File: src/rtl/mem_pkg.sv
// Shared types and default sizes for the burst memory access controller.
// Holds the FSM state encoding used by the controller and exposed for debug.
package mem_pkg;

   localparam int ADDR_W_DEF = 6;
   localparam int DATA_W_DEF = 16;
   localparam int LEN_W_DEF  = 4;

   typedef enum logic [1:0] {
      IDLE = 2'd0,
      RD   = 2'd1,
      WR   = 2'd2
   } state_t;

endpackage

File: src/rtl/mac_burst_counter.sv
// Burst address/length tracker shared by read and write bursts.
// last is high while the current address is the final word of the burst.
module mac_burst_counter #(
   parameter int ADDR_W = 6,
   parameter int LEN_W  = 4
) (
   input  logic              clk,
   input  logic              rst,
   input  logic              ce,
   input  logic              load,
   input  logic [ADDR_W-1:0] load_addr,
   input  logic [LEN_W-1:0]  load_len,
   input  logic              step,
   output logic [ADDR_W-1:0] addr,
   output logic              last
);

   localparam logic [ADDR_W-1:0] ADDR_ONE = ADDR_W'(1);
   localparam logic [LEN_W-1:0]  LEN_ONE  = LEN_W'(1);

   logic [ADDR_W-1:0] addr_q, addr_d;
   logic [LEN_W-1:0]  cnt_q, cnt_d;

   always_comb begin
      addr_d = addr_q;
      cnt_d  = cnt_q;
      if (load) begin
         addr_d = load_addr;
         cnt_d  = load_len;
      end else if (step) begin
         // Address wraps naturally at 2^ADDR_W; the count saturates at zero.
         addr_d = addr_q + ADDR_ONE;
         if (cnt_q != '0) begin
            cnt_d = cnt_q - LEN_ONE;
         end
      end
   end

   always_ff @(posedge clk) begin
      if (rst) begin
         addr_q <= '0;
         cnt_q  <= '0;
      end else if (ce) begin
         addr_q <= addr_d;
         cnt_q  <= cnt_d;
      end
   end

   assign addr = addr_q;
   assign last = (cnt_q == '0);

endmodule

File: src/rtl/mem_access_ctrl.sv
// Burst read/write front end for a single-port RAM with a registered read port.
// Handshakes: a transfer happens on a rising edge where valid and ready are both high.
module mem_access_ctrl
   import mem_pkg::*;
#(
   parameter int ADDR_W = ADDR_W_DEF,
   parameter int DATA_W = DATA_W_DEF,
   parameter int LEN_W  = LEN_W_DEF
) (
   input  logic              clk,
   input  logic              rst,
   input  logic              ce,
   input  logic              req_valid,
   output logic              req_ready,
   input  logic              req_we,
   input  logic [ADDR_W-1:0] req_addr,
   input  logic [LEN_W-1:0]  req_len,
   input  logic              wr_valid,
   output logic              wr_ready,
   input  logic [DATA_W-1:0] wr_data,
   output logic              rd_valid,
   input  logic              rd_ready,
   output logic [DATA_W-1:0] rd_data,
   output logic              rd_last,
   output logic [ADDR_W-1:0] mem_add,
   output logic [DATA_W-1:0] mem_data_in,
   output logic              mem_r_w,
   output logic              mem_enable,
   output logic              mem_ce,
   input  logic [DATA_W-1:0] mem_data_out,
   output state_t            dbg_state
);

   state_t state_q, state_d;
   logic   rd_valid_q, rd_valid_d;
   logic   rd_last_q, rd_last_d;
   logic   issued_all_q, issued_all_d;

   logic              req_fire;
   logic              wr_fire;
   logic              rd_issue;
   logic              rd_accept;
   logic              cnt_step;
   logic [ADDR_W-1:0] addr_q;
   logic              cnt_last;

   always_comb begin
      state_d      = state_q;
      rd_valid_d   = rd_valid_q;
      rd_last_d    = rd_last_q;
      issued_all_d = issued_all_q;

      req_ready = (state_q == IDLE) && ce && !rst;
      wr_ready  = (state_q == WR) && ce && !rst;
      req_fire  = req_valid && req_ready;
      wr_fire   = wr_valid && wr_ready;
      rd_accept = rd_valid_q && rd_ready && ce && !rst;
      // A new read may only be issued when the output slot is free or being drained.
      rd_issue  = (state_q == RD) && ce && !rst && !issued_all_q &&
                  (!rd_valid_q || rd_ready);
      cnt_step  = rd_issue || wr_fire;

      if (rd_issue) begin
         rd_valid_d = 1'b1;
         rd_last_d  = cnt_last;
         if (cnt_last) begin
            issued_all_d = 1'b1;
         end
      end else if (rd_accept) begin
         rd_valid_d = 1'b0;
         rd_last_d  = 1'b0;
      end

      case (state_q)
         IDLE: begin
            if (req_fire) begin
               state_d      = req_we ? WR : RD;
               issued_all_d = 1'b0;
            end
         end
         RD: begin
            if (rd_accept && rd_last_q) begin
               state_d = IDLE;
            end
         end
         WR: begin
            if (wr_fire && cnt_last) begin
               state_d = IDLE;
            end
         end
         default: state_d = IDLE;
      endcase
   end

   always_ff @(posedge clk) begin
      if (rst) begin
         state_q      <= IDLE;
         rd_valid_q   <= 1'b0;
         rd_last_q    <= 1'b0;
         issued_all_q <= 1'b0;
      end else if (ce) begin
         state_q      <= state_d;
         rd_valid_q   <= rd_valid_d;
         rd_last_q    <= rd_last_d;
         issued_all_q <= issued_all_d;
      end
   end

   mac_burst_counter #(
      .ADDR_W (ADDR_W),
      .LEN_W  (LEN_W)
   ) u_burst_counter (
      .clk       (clk),
      .rst       (rst),
      .ce        (ce),
      .load      (req_fire),
      .load_addr (req_addr),
      .load_len  (req_len),
      .step      (cnt_step),
      .addr      (addr_q),
      .last      (cnt_last)
   );

   // The RAM's output register is the read holding register; it only changes on a new read.
   assign rd_valid    = rd_valid_q;
   assign rd_last     = rd_last_q;
   assign rd_data     = mem_data_out;
   assign mem_add     = addr_q;
   assign mem_data_in = wr_data;
   assign mem_r_w     = wr_fire;
   assign mem_enable  = rd_issue || wr_fire;
   assign mem_ce      = ce;
   assign dbg_state   = state_q;

endmodule

File: config.mk
export PLATFORM = sky130hd
export DESIGN_NAME = mem_access_ctrl
export DESIGN_NICKNAME = d
export VERILOG_FILES = /design/src/rtl/mem_pkg.sv /design/src/rtl/mac_burst_counter.sv /design/src/rtl/mem_access_ctrl.sv
export SDC_FILE = /design/constraint.sdc
export NUM_CORES = 1
export LEC_CHECK = 0
export BUFFER_PORTS_ARGS = -buffer_cell sky130_fd_sc_hd__buf_2
export CELL_PAD_IN_SITES_DETAIL_PLACEMENT = 0
export CELL_PAD_IN_SITES_GLOBAL_PLACEMENT = 1
export CORE_MARGIN = 3
export CORE_UTILIZATION = 28
export CTS_BUF_LIST = sky130_fd_sc_hd__clkbuf_8
export DETAILED_ROUTE_END_ITERATION = 6
export PLACE_DENSITY_LB_ADDON = 0.05
export SYNTH_ARGS = -nofsm -noshare
export SYNTH_HDL_FRONTEND = slang
export SYNTH_HIERARCHICAL = 1
export SYNTH_SLANG_ARGS = --single-unit
File: constraint.sdc
create_clock -name clk -period 2.9 [get_ports clk]
set_input_delay 0.29 -clock clk [delete_from_list [all_inputs] [get_ports clk]]
set_output_delay 0.29 -clock clk [all_outputs]
set_load 0.005 [all_outputs]
==> out/results.txt <==
Outcome: complete, no violations
Final Non-Filler Cells: 188
FF+latch count, synth: 15
Total CTS buffers: 3
# diodes: 0
Mapped Cells: 141
Netlist cell types: 43
Ys async rst share: 0%
Setup WS pre-CTS: 0.858 ns
Setup TNS: 0 ns
Switching share of power: 24.9%
Post-CTS setup buffer count: 0
Power share of the clock group: 36.6%
Post-CTS Resized: 0
Row cnt: 22
Initial Utilization: 30.5%
RePlAce Congestion: 0.801
Final net count: 192
Drt drc: 0
Final worst-path setup slack: 0.957 ns
Clock-pin transition on the worst setup and hold timing paths: 0.06 ns
Number of global-route vias before repair: 916
Worst-path fanout max: 6
Cts hold-fix bufs: 0
Core Region: 0.00383 sq mm
Detailed Route WL: 2630 um
Post-synthesis average cell area: 8.28 sq um
Total GRT Usage: 10.6%
Worst vdd ir: 107 uV
Final instance area: 0.00115 sq mm
Post-route ant nets: 0
CTS sink count: 15
Combinational share of power: 14.3%
Vias: 923
TritonCTS clock tree: yes
1st-pass router iterations: 6
Endpoints failing hold: 0
Synthesized area: 0.00117 sq mm
Part of the power in registers: 49.0%
Clock Latency Late Sink: 0.24 ns
CTS HTree Levels: 1
Area grow syn2layout: -1.61%
Die Area: 0.00498 sq mm
Number of max-cap violations: 0
Via/cell ratio: 4.91
Sequential area share after synthesis: 25.7%
HPWL Detailed: 1990 um
First-pass GRT wire length: 4410 um
DP Area: 0.00110 sq mm
Startpoint Class: register
Tot Pwr: 0.447 mW
Crit end category: register
Kind of critical path: register to register
Post-route minimum period: 1.94 ns
Worst rel slew slack: 68.5%
Share of layout cells above drive strength 1: 33.6%
Max-slew violation count: 0
Slew @ Worst Pin: 0.467 ns
Final core utilization: 30.0%
Final Skew: 0.000946 ns
Main flop type after synthesis: dfxtp_1
Worst EP arrival: 2.12 ns
Wire per inst: 14.0 um
Setup Viol. Count Final: 0
CTS Buffer Depth: 2
Cells after DPL: 184
Worst hold margin: 0.261 ns
Net Sw Power: 0.111 mW
I/O Pins: 96
Fmax: 0.515 GHz
Iteration-0 DRC Markers: 41
DIE HEIGHT: 70.6 um
Die X: 70.6 um
Grt total ovfl: 0
CP required: 3.07 ns
Synth Warn #: 6
Number of synthesized flops with an enable pin: 0
HP Class: input port to register
Initial antenna violation count: 0
Clock root buffer: clkbuf_8
Pwr dens: 389 mW/mm^2
IO buf count: 31
RSZ-0062 raised after global routing: no
Internal: 0.336 mW
Mapped Nets: 192
Pin count of the biggest net entering global routing: 17
Leakage: 0.475 nW
Post-route clock period utilization: 67.0%
## cells by family (layout without fill, tap and decap cells)
logic type	Yosys count	after routing	synth area share [%]
buffers and inverters	44	43	27.1
XOR/XNOR	1	1	0.750
adder cells (fa/ha/maj)	2	2	2.14
AND/OR/NAND/NOR	41	41	18.8
flip-flops	15	15	25.7
AO/OA/AOI/OAI	34	34	22.0
multiplexers	4	4	3.54
## final cells by class
| type | count | area (sq um) |
|---|---|---|
| clock inverters | 1 | 3.75 |
| clock buffers | 3 | 41.3 |
| well taps | 48 | 60.1 |
| multi-input cells | 82 | 551 |
| flip-flops and latches | 15 | 300 |
| inverters | 6 | 22.5 |
| repair buffers | 33 | 170 |
| fillers | 417 | 2680 |
## routing by layer
metal / routed length [um] / vias to the layer above / GRT usage [%] / share of wire [%]
met3: 235 / 10 / 2.98 / 8.9
met4: 39 / 0 / 3.97 / 1.5
met5: 0 / - / 0 / 0
met1: 1290 / 412 / 14.9 / 49
met2: 1060 / 42 / 15.4 / 40
li1: - / 459 / - / -
## Yosys cell counts, types with 2 or more instances
library cell	instances	share of area, %
buf_4	33	21
dfxtp_1	15	26
nand2_1	15	4.8
o21ai_0	8	3.4
a21oi_1	6	2.6
inv_1	6	1.9
nor2_1	6	1.9
nand3_1	4	1.7
mux2i_1	3	2.6
nand2b_1	3	1.6
nor3_1	3	1.3
a211oi_1	2	1.3
a22oi_1	2	1.3
a31oi_1	2	1.1
buf_6	2	1.9
ha_1	2	2.1
nand4_1	2	1.1
or2b_1	2	1.3
## worst paths after layout
kind                                         startpoint                       to  slack, ns  depth (start not counted)
worst max-delay path                       dbg_state[1]  u_burst_counter/addr[0]       0.96                          6
worst min-delay path                             req_we             dbg_state[0]       0.26                          2
worst max register to register             dbg_state[1]  u_burst_counter/addr[0]       0.96                          6
worst min register to register  u_burst_counter/addr[5]  u_burst_counter/addr[5]       0.49                          2
## cells in the final DEF (no fill, tap or decap), drive strengths merged, types with 3 or more instances in the layout
cell type	n
nand3	4
a21oi	7
clkbuf	3
mux2i	3
inv	7
o21ai	8
buf	33
dfxtp	15
nor3	3
nand2	15
nand2b	3
nor2	6
## registers in the layout (all words and copies together) (netlist names)
register	flops
issued_all_q	1
u_burst_counter/addr	6
rd_last	1
dbg_state	2
rd_valid	1
u_burst_counter/cnt_q	4
## power groups by stage
| stage | sequential, mW | clock, mW | combinational, mW |
|---|---|---|---|
| 4_1_cts | 0.219 | 0.173 | 0.0650 |
| 2_1_floorplan | 0.223 | 0 | 0.0756 |
| 3_3_place_gp | 0.224 | 0 | 0.0652 |
| 3_5_place_dp | 0.224 | 0 | 0.0646 |
| 6_report | 0.219 | 0.164 | 0.0640 |
| 5_1_grt | 0.220 | 0.182 | 0.0733 |
## critical path, cell delays in order (launching register included)
cell,delay (ns)
dfxtp_1,0.44
nand2_1,0.13
nor4b_1,0.34
nand2b_1,0.24
o21ai_0,0.20
or3_1,0.36
a31oi_1,0.15
Note: power is estimated with default switching activity, not from simulation.
